**src/rtl/reg_writeback_unit.sv**
```systemverilog
// MEM/WB writeback stage: drives the register-file write port, waits on late load data.
// Optional macro WB_TIMEOUT_EN adds a WAIT_MEM timeout with sticky timeout_err.
module reg_writeback_unit #(
  parameter int unsigned TIMEOUT_CYCLES = 16
) (
  input  logic        clk,
  input  logic        rst,
  input  logic        in_valid,
  input  logic        in_regWrite,
  input  logic        in_memToReg,
  input  logic [4:0]  in_rd,
  input  logic [31:0] in_aluResult,
  input  logic        mem_ready,
  input  logic [31:0] mem_readData,
  output logic        stall,
  output logic [4:0]  rd_w,
  output logic [31:0] writeData,
  output logic        regWrite,
  output logic        fwd_valid,
  output logic [4:0]  fwd_reg,
  output logic [31:0] fwd_data
`ifdef WB_TIMEOUT_EN
  ,
  output logic        timeout_err
`endif
);

  if (TIMEOUT_CYCLES < 1) begin : g_bad_timeout
    $error("reg_writeback_unit: TIMEOUT_CYCLES must be at least 1");
  end

  typedef enum logic {
    IDLE     = 1'b0,
    WAIT_MEM = 1'b1
  } state_t;

  state_t      state;
  logic [4:0]  pend_rd;
  logic        accept;

`ifdef WB_TIMEOUT_EN
  localparam int unsigned CNT_W = (TIMEOUT_CYCLES > 1) ? $clog2(TIMEOUT_CYCLES) : 1;
  logic [CNT_W-1:0] wait_cnt;
`endif

  // $0 and non-writing instructions never reach the register file
  assign accept = in_valid && in_regWrite && (in_rd != 5'd0);
  assign stall  = (state == WAIT_MEM);

  always_ff @(posedge clk or posedge rst) begin
    if (rst) begin
      state       <= IDLE;
      pend_rd     <= 5'd0;
      rd_w        <= 5'd0;
      writeData   <= 32'd0;
      regWrite    <= 1'b0;
      fwd_valid   <= 1'b0;
      fwd_reg     <= 5'd0;
      fwd_data    <= 32'd0;
`ifdef WB_TIMEOUT_EN
      wait_cnt    <= '0;
      timeout_err <= 1'b0;
`endif
    end else begin
      regWrite  <= 1'b0;
      fwd_valid <= 1'b0;
      case (state)
        IDLE: begin
          if (accept) begin
            if (in_memToReg) begin
              pend_rd <= in_rd;
              state   <= WAIT_MEM;
`ifdef WB_TIMEOUT_EN
              wait_cnt <= '0;
`endif
            end else begin
              regWrite  <= 1'b1;
              rd_w      <= in_rd;
              writeData <= in_aluResult;
              fwd_valid <= 1'b1;
              fwd_reg   <= in_rd;
              fwd_data  <= in_aluResult;
            end
          end
        end
        WAIT_MEM: begin
          if (mem_ready) begin
            regWrite  <= 1'b1;
            rd_w      <= pend_rd;
            writeData <= mem_readData;
            fwd_valid <= 1'b1;
            fwd_reg   <= pend_rd;
            fwd_data  <= mem_readData;
            state     <= IDLE;
`ifdef WB_TIMEOUT_EN
          end else if (wait_cnt == CNT_W'(TIMEOUT_CYCLES - 1)) begin
            // Give up on the load: flag it and drop the write
            timeout_err <= 1'b1;
            state       <= IDLE;
          end else begin
            wait_cnt <= wait_cnt + CNT_W'(1);
`endif
          end
        end
        default: state <= IDLE;
      endcase
    end
  end

endmodule

```
**config.mk**
```make
export PLATFORM = sky130hd
export DESIGN_NAME = reg_writeback_unit
export DESIGN_NICKNAME = d
export VERILOG_FILES = /design/src/rtl/reg_writeback_unit.sv
export SDC_FILE = /design/constraint.sdc
export NUM_CORES = 1
export LEC_CHECK = 0
export CAP_MARGIN = 20
export CORE_ASPECT_RATIO = 0.6
export CORE_MARGIN = 2
export CORE_UTILIZATION = 35
export DETAILED_ROUTE_END_ITERATION = 12
export GPL_ROUTABILITY_DRIVEN = 0
export HOLD_SLACK_MARGIN = 0.03
export PLACE_DENSITY = 0.77
export SLEW_MARGIN = 20
export SYNTH_ARGS = -nofsm -noshare
export SYNTH_HDL_FRONTEND = slang
export SYNTH_SLANG_ARGS = --single-unit
```
**constraint.sdc**
```tcl
create_clock -name clk -period 1.7 [get_ports clk]
set_input_delay 0.425 -clock clk [delete_from_list [all_inputs] [get_ports clk]]
set_output_delay 0.425 -clock clk [all_outputs]
set_load 0.01 [all_outputs]
```
=== Yosys cells after proc, flatten, opt, wreduce, memory -nomap -nowiden ===
Cells that the tools add are included.

* Logic and storage cells: 30
* Memory bits (writable): 0
* Latch bits: 0
* Output and inout port bits: 77
* Memories: 0
* Input port bits: 75
* Register bits: 44
* ROM bits: 0

* Divide/modulo/power cells: 0
* Mux-type cells: 16
* Reductions and logical operators: 5
* Bitwise logic cells: 1
* Multiply operators: 0
* $add $sub $neg: 0
* Equality and inequality tests: 3
* Shift-type cells: 0
* $lt $le $gt $ge: 0

{| class="wikitable"
|+ Operator list
! kind !! count
|-
| 32-bit two-way mux || 3
|-
| 32-bit one-hot mux with 2 select lines || 1
|-
| 5-bit two-way mux || 3
|-
| 5-bit one-hot mux with 2 select lines || 1
|-
| 1-bit two-way mux || 6
|-
| 2-bit inequality test, second input constant || 3
|-
| 3-bit AND reduction || 2
|-
| 5-bit nonzero test || 1
|-
| 1-bit one-hot mux with 2 select lines || 2
|-
| 1-bit logical AND || 2
|-
| 1-bit inverter || 1
|}

=== Depth between registers and ports, before layout ===
Gate-level depths: netlist of run 1.

* Depth after elaboration: 4
* Depth in mapped cells: 6
* Gate-level depth less buffers: 3

=== Worst setup path after synthesis of run 1 ===
No wires, ideal clock.

* Kind: in2reg
* Start: input in_rd[0]
* End: register pend_rd[0]
* Buffers on the path: 1
* Stages on the path: 4
* Library setup time: 125 ps
* Arrival: 1,685 ps
* Slack: -110 ps
* Path through: or4_4 > buf_6 > o211ai_2 > mux2_2

* Cells in the longest elaborated chain, start to end: 3

{| class="wikitable"
|+ RTL lines
! what !! line !! RTL
|-
| start, declared || 11 || <nowiki>input logic [4:0] in_rd,</nowiki>
|-
| 5-bit nonzero test || 47 || <nowiki>assign accept = in_valid && in_regWrite && (in_rd != 5'd0);</nowiki>
|-
| 1-bit logical AND || 47 ||
|-
| 3-bit AND reduction (no line) || -- ||
|-
| end signal, assigned || 71 || <nowiki>pend_rd <= in_rd;</nowiki>
|-
| end, declared || 38 || <nowiki>logic [4:0] pend_rd;</nowiki>
|}

Parallel ways exist; a longest one is shown, timed or not.
A chain may end at the register's enable or synchronous reset.

=== Worst setup path in the final report of run 1 ===
* Start: register state, in the netlist stall
* End: register fwd_reg[2]

* Cells in the longest elaborated chain, start to end: 3
* Elaborated cells between the ends (all ways): 6
* Classes of those cells: eq/ne (3); mux (1); bitwise (1); reduce/logical (1)

{| class="wikitable"
|+ RTL lines
! what !! line !! RTL
|-
| start, declared || 37 || <nowiki>state_t state;</nowiki>
|-
| start signal, assigned || 52 || <nowiki>state <= IDLE;</nowiki>
|-
| start signal, assigned || 72 || <nowiki>state <= WAIT_MEM;</nowiki>
|-
| start signal, assigned || 94 || <nowiki>state <= IDLE;</nowiki>
|-
| 1-bit inverter (no line) || -- ||
|-
| 2-bit inequality test (no line) || -- ||
|-
| 3-bit AND reduction (no line) || -- ||
|-
| end signal, assigned || 81 || <nowiki>fwd_reg <= in_rd;</nowiki>
|-
| end signal, assigned || 92 || <nowiki>fwd_reg <= pend_rd;</nowiki>
|-
| end, declared || 20 || <nowiki>output logic [4:0] fwd_reg,</nowiki>
|}

Parallel ways exist; a longest one is shown, timed or not.

==> results of run 1 <==
per-stage QoR:
stage	utilization	setup WS (ps)	TNS, ps	instances
after global placement	0.579	-555	-20950	488
final	0.669	-51.4	-645	519
after floorplan	-	-106	-1550	276
after detailed placement	0.579	-607	-22170	488
after CTS	0.625	0.269	0	501
after global routing	0.669	-86.4	-1350	519
critical path, stage by stage (launching register included):
cell and delay (ps):
dfrtp_4 510, buf_6 140, nor4bb_4 270, buf_4 190, o32ai_4 100, buf_12 160
clkbuf_16 150, o2bb2ai_1 110
layout make-up:
cell class	count	share of cell area
Clock buffer	6	0.0261
Sequential cell	44	0.224
Tap cell	104	0.0263
Timing Repair Buffer	197	0.423
Multi-Input combinational cell	163	0.291
Inverter	3	0.00228
Clock inverter	2	0.00709
final timing paths:
check	startpoint	endpoint	slack, ps	cells past startpoint
max in group asynchronous	rst	fwd_valid$_DFF_PP0_	960	3
hold reg to reg	pend_rd[1]$_DFFE_PP0P_	pend_rd[1]$_DFFE_PP0P_	520	1
setup / recovery	stall$_DFF_PP0_	fwd_reg[2]$_DFFE_PP0P_	-50	7
setup reg to reg	stall$_DFF_PP0_	fwd_reg[2]$_DFFE_PP0P_	-50	7
hold / removal	in_rd[3]	pend_rd[3]$_DFFE_PP0P_	490	3
min in group asynchronous	rst	fwd_data[31]$_DFFE_PP0P_	500	3
synthesized netlist by cell type (5+ instances only):
| master | number | area share |
|---|---|---|
| buf_2 | 5 | 0.0092 |
| a21oi_1 | 19 | 0.035 |
| nand2b_1 | 14 | 0.032 |
| mux2_2 | 5 | 0.021 |
| dfrtp_1 | 44 | 0.40 |
| buf_4 | 38 | 0.10 |
| o2bb2ai_1 | 35 | 0.11 |
| a211oi_1 | 19 | 0.052 |
| nor2_1 | 20 | 0.028 |
| nor4_1 | 19 | 0.044 |
| o221ai_1 | 14 | 0.045 |
| clkbuf_1 | 19 | 0.026 |
power groups by stage:
stage	clock (mW)	sequential, mW	combinational (mW)
finish	1.09	1.63	2.37
global route	1.16	1.67	2.50
global placement	0	1.63	2.15
floorplan	0	1.70	1.08
detailed placement	0	1.64	2.19
CTS	1.12	1.64	2.22
cells in the final DEF (no fill, tap or decap), types with 2 or more instances in the layout:
master and instances:
nor2_1 20, o2bb2ai_2 8, clkbuf_16 7, buf_12 6, dfrtp_1 42, dlymetal6s2s_1 29, o221ai_1 14, inv_1 2
buf_4 26, a2bb2oi_4 2, nand2b_1 14, nor4_2 8, a21oi_1 19, a211oi_1 17, o2bb2ai_1 28, clkdlybuf4s50_1 112
dlygate4sd2_1 6, nor4_4 3, mux2_4 5, mux2i_1 4, nor4_1 8, buf_2 3, a211oi_2 2, buf_6 9
repair_timing:
action	4_1_cts	5_1_grt
gates cloned	3	4
setup buffers	2	14
pin swaps	7	0
gates resized for setup	36	44
endpoints found under the hold margin	0	0
endpoints found under the setup margin	47	70
layer usage:
| layer | wire length (um) | track usage |
|---|---|---|
| met4 | 62 | 0.0402 |
| met5 | 0 | 0 |
| met3 | 591 | 0.0495 |
| met2 | 4280 | 0.313 |
| met1 | 4450 | 0.299 |
kinds of logic (layout without fill, tap and decap cells):
logic type	count (synthesis)	after routing	synth area share
DFF	44	44	0.405
and+or+nand+nor	60	60	0.125
buffers and inverters	70	208	0.157
muxes	9	9	0.0354
AOI/OAI and AO/OA	93	94	0.278
==> impl_metrics.json, run 1 <==
{
  "rsz0062_at_grt": "yes",
  "numCtsBuffers": 5,
  "fillers": 571,
  "end_kind": "register",
  "core-area_mm2": 0.00739,
  "hpwlAfterDp_um": 5900,
  "grt_pass1_vias": 2680,
  "cts_tree": "built",
  "cts.reportedPaths.clkPinSlew_ps": 60,
  "drtAntennaViolNets": 0,
  "ir_worst_vdd_v": 0.000544,
  "violations": "setup timing",
  "die_h_um": 72.3,
  "syn_area_per_cell_um2": 9.86,
  "seq_area_frac_synth": 0.405,
  "synth_nets": 351,
  "grt_remaining_overflow": 0,
  "drv_cap": 0,
  "seqPwrFrac": 0.320,
  "crit_path_start_kind": "register",
  "fin_ws_ps": -51.4,
  "cellLeakagePower_nw": 2.16,
  "ys_warn_count": 0,
  "cp.required_ps": 1860,
  "worstMarginPinSlew_ps": 380,
  "seq_area_mm2": 0.00111,
  "clock_power_share": 0.214,
  "fmax_mhz": 571,
  "area_growth_syn_to_layout_pct": 81.7,
  "crit_fanout": 5,
  "die_x_um": 118,
  "firstDrtPassIters": 4,
  "final.period_utilization": 1.03,
  "power.density_mw_per_mm2": 1030,
  "place_area_mm2": 0.00428,
  "ys_seq_elements": 44,
  "wl_um": 9390,
  "power.internal_mw": 3.48,
  "arrival_ps": 1910,
  "relSlewSlack": 0.746,
  "drcViolationCount": 0,
  "synth_area_mm2": 0.00272,
  "start_util": 0.368,
  "cts_hold_buf": 0,
  "p_sw_frac": 0.316,
  "antennaDiodeCount": 0,
  "hold_viol": 0,
  "grt_first_pass_wirelength_um": 14100,
  "dieArea_mm2": 0.00852,
  "synth_async_sr_flop_share": 1.00,
  "worstSetupPathType": "register to register",
  "drive_gt1_frac": 0.227,
  "finClkSkew_ps": 4.64,
  "setup_violations": 18,
  "antenna_found_initial": 0,
  "multi_input_area_mm2": 0.00144,
  "synth_ff_type": "dfrtp_1",
  "ctsRootBufferMaster": "clkbuf_16",
  "power_frac_comb": 0.466,
  "clock_path_buffers": 2,
  "holdWs_ps": 493,
  "fin_nets": 489,
  "num_rows": 24,
  "fin_crit_ps": 1750,
  "maxSlewViolCount": 0,
  "postLayoutCellArea_mm2": 0.00494,
  "status": "finished with violations",
  "drtIter0Drc": 186,
  "cts.sinks": 44,
  "port-buffer-count": 151,
  "largest_reg_flops": 32,
  "via_per_inst": 5.38,
  "grt_use_total": 0.205,
  "synthCells": 276,
  "synth_edf_count": 0,
  "grt_max_degree": 45,
  "total_power_mw": 5.09,
  "clk-insertion-delay-late_ps": 280,
  "synth_cell_types": 28,
  "p_sw_mw": 1.61,
  "wl_per_cell_um": 18.1,
  "htreeDepth": 2,
  "hp-class": "input pin to register",
  "vias": 2794,
  "io_pins": 152
}
Power figures use the tool's default switching activity.
==> inputs of run 2 (changes only) <==
--- a/config.mk
+++ b/config.mk
@@ -9,6 +9,7 @@
 export CORE_ASPECT_RATIO = 0.6
 export CORE_MARGIN = 2
 export CORE_UTILIZATION = 35
+export CTS_CLUSTER_SIZE = 12
 export DETAILED_ROUTE_END_ITERATION = 12
 export GPL_ROUTABILITY_DRIVEN = 0
 export HOLD_SLACK_MARGIN = 0.03
==> results of run 2 <==
Same layout as run 1: the final DEF is identical, and so are final timing and power.
==> variant: new RTL, config.mk and constraints of run 1 <==
Reset style: synchronous (`rst`), changed in one clocked block.
--- a/src/rtl/reg_writeback_unit.sv
+++ b/src/rtl/reg_writeback_unit.sv
@@ -48,5 +48,5 @@
   assign stall  = (state == WAIT_MEM);
 
-  always_ff @(posedge clk or posedge rst) begin
+  always_ff @(posedge clk) begin
     if (rst) begin
       state       <= IDLE;
Formal check against the unedited RTL: differs if rst is asserted again (counterexample within 4 cycles, from zero or initial values and one cycle with rst high); with rst held inactive, the same outputs for 4 cycles.
==> variant against run 1 <==
  * The run still ends with setup timing left
  * Critical path type is now primary input to flip-flop
  * Setup slack worse by 18 ps
  * Die area down 6.5%
  * Sequential cell count unchanged
  * Non-clock buffer count down 25
  * Utilization down 5.5 points
  * Cell area down 15%
  * Hold slack worse by 27 ps
  * Synthesized cell count down 2.9%
  * Routed wire length down 26%
  * Synthesized area down 6.8%
Power is not compared: it rests on default switching activity, and its combinational part moved more than twofold at a synthesized area within 25%.
==> variant: results <==
metrics = {
    "logic_synthesis": {
        "syn_inst": 268,
        "synthDistinctLibCells": 24,
        "ys_top_cells_by_area": "dfxtp_1 (35%), mux2_2 (16%), mux2i_1 (15%)",
        "syn_nets": 343,
        "async_flop_share_pct": 0,
        "yosysWarnings": 0,
        "synth_top_cell_area_share_pct": 34.7,
        "synth.yosys.seq_area_share_pct": 34.7,
        "synth_common_cells": "dfxtp_1 (44), buf_4 (39), mux2i_1 (38)",
    },
    "outcome": {
        "violations": "setup timing",
        "status": "finished with violations",
    },
    "sta": {
        "setup_viol": 16,
        "setup_ws_ps": -69.2,
        "worst_hold_slack_ps": 466,
        "clock-skew-final_ps": 2.21,
        "worstMarginPinSlew_ps": 310,
    },
    "hold_path": {
        "hp-class": "flip-flop to flip-flop",
    },
    "drt": {
        "avgViaCountPerCell": 4.57,
        "drt-met1-wl_mm": 3.12,
        "drtIter0Drc": 54,
        "wl_mm": 6.90,
        "met2_length_mm": 3.21,
        "num_vias": 2187,
        "wl_met3_um": 539,
    },
    "grt": {
        "grt_pass1_vias": 2297,
        "use_met1_pct": 20.7,
        "use_met2_pct": 29.6,
        "grt_pass1_wl_mm": 10.9,
        "grt_max_degree": 35,
        "grtUsageTotal_pct": 16.9,
        "grt.met3_usage_pct": 5.12,
    },
    "final_layout": {
        "largest_reg_flops": 32,
        "drive_above_1_share_pct": 19.1,
    },
    "placement": {
        "dpl.hpwl_mm": 5.09,
        "dp_slack_ps": -729,
        "dp_cells": 467,
    },
    "critical_path": {
        "slowest_delay_ps": 550,
        "arrival_ps": 1930,
        "path_delay_family": "simple AND/OR/NAND/NOR gates",
        "crit_path_top_delay_cell": "or4_4",
        "cp_max_fo": 8,
        "ff2ff_setup_slack_ps": 150,
    },
    "clocking": {
        "cts_max_level": 2,
        "cts_buffers": 5,
        "cts.sinks": 44,
        "clockRootBuffer": "clkbuf_16",
    },
    "power": {
        "powerSeq_mw": 1.12,
    },
}
## variant: through the flow
step | area (um2) | setup TNS (ps) | power, mW | util, %
floorplan | 2550 | -3770 | 1.45 | -
global placement | 3930 | -26240 | 1.78 | 57.4
detailed placement | 3930 | -27570 | 1.79 | 57.4
CTS | 4210 | -2180 | 2.73 | 61.5
global route | 4210 | -1830 | 2.83 | 61.4
finish | 4210 | -731 | 2.70 | 61.4
## variant: worst min-delay path, delay by kind of cell (launching register included)
| family | cells | cell delay [ps] |
|---|---|---|
| flops | 1 | 310 |
| simple gates | 1 | 50 |
| mux | 1 | 60 |
## variant: repair_timing
action | in CTS | in global routing
pin swaps | 3 | 3
gates resized for setup | 49 | 5
setup buffers | 4 | 1
gates cloned | 1 | 0
endpoints found under the setup margin | 43 | 40
## variant: area by class of cell
| type | instances | area, um2 |
|---|---|---|
| tap | 87 | 109 |
| inverter | 1 | 3.75 |
| timing repair buffer | 172 | 1730 |
| sequential | 44 | 882 |
| fill | 586 | 2640 |
| multi-input combinational | 168 | 1350 |
| clock buffer | 6 | 129 |
| clock inverter | 1 | 5.00 |
## variant: path summary, 6_finish.rpt
path | from | endpoint | depth (start not counted)
max | in_rd[0] | fwd_reg[3]$_SDFFE_PP0P_ | 6
min | pend_rd[3]$_SDFFE_PP0P_ | pend_rd[3]$_SDFFE_PP0P_ | 2
max reg2reg | stall$_SDFF_PP0_ | fwd_reg[3]$_SDFFE_PP0P_ | 6
min reg2reg | pend_rd[3]$_SDFFE_PP0P_ | pend_rd[3]$_SDFFE_PP0P_ | 2
## variant: logic make-up (layout without fill, tap and decap cells)
kind of cell,after synthesis,in the layout,share of synthesized area (%)
buffers and inverters,56,180,15.4
muxes,75,75,31.4
DFF,44,44,34.7
and+or+nand+nor,86,86,16.1
AOI/OAI and AO/OA,7,7,2.42
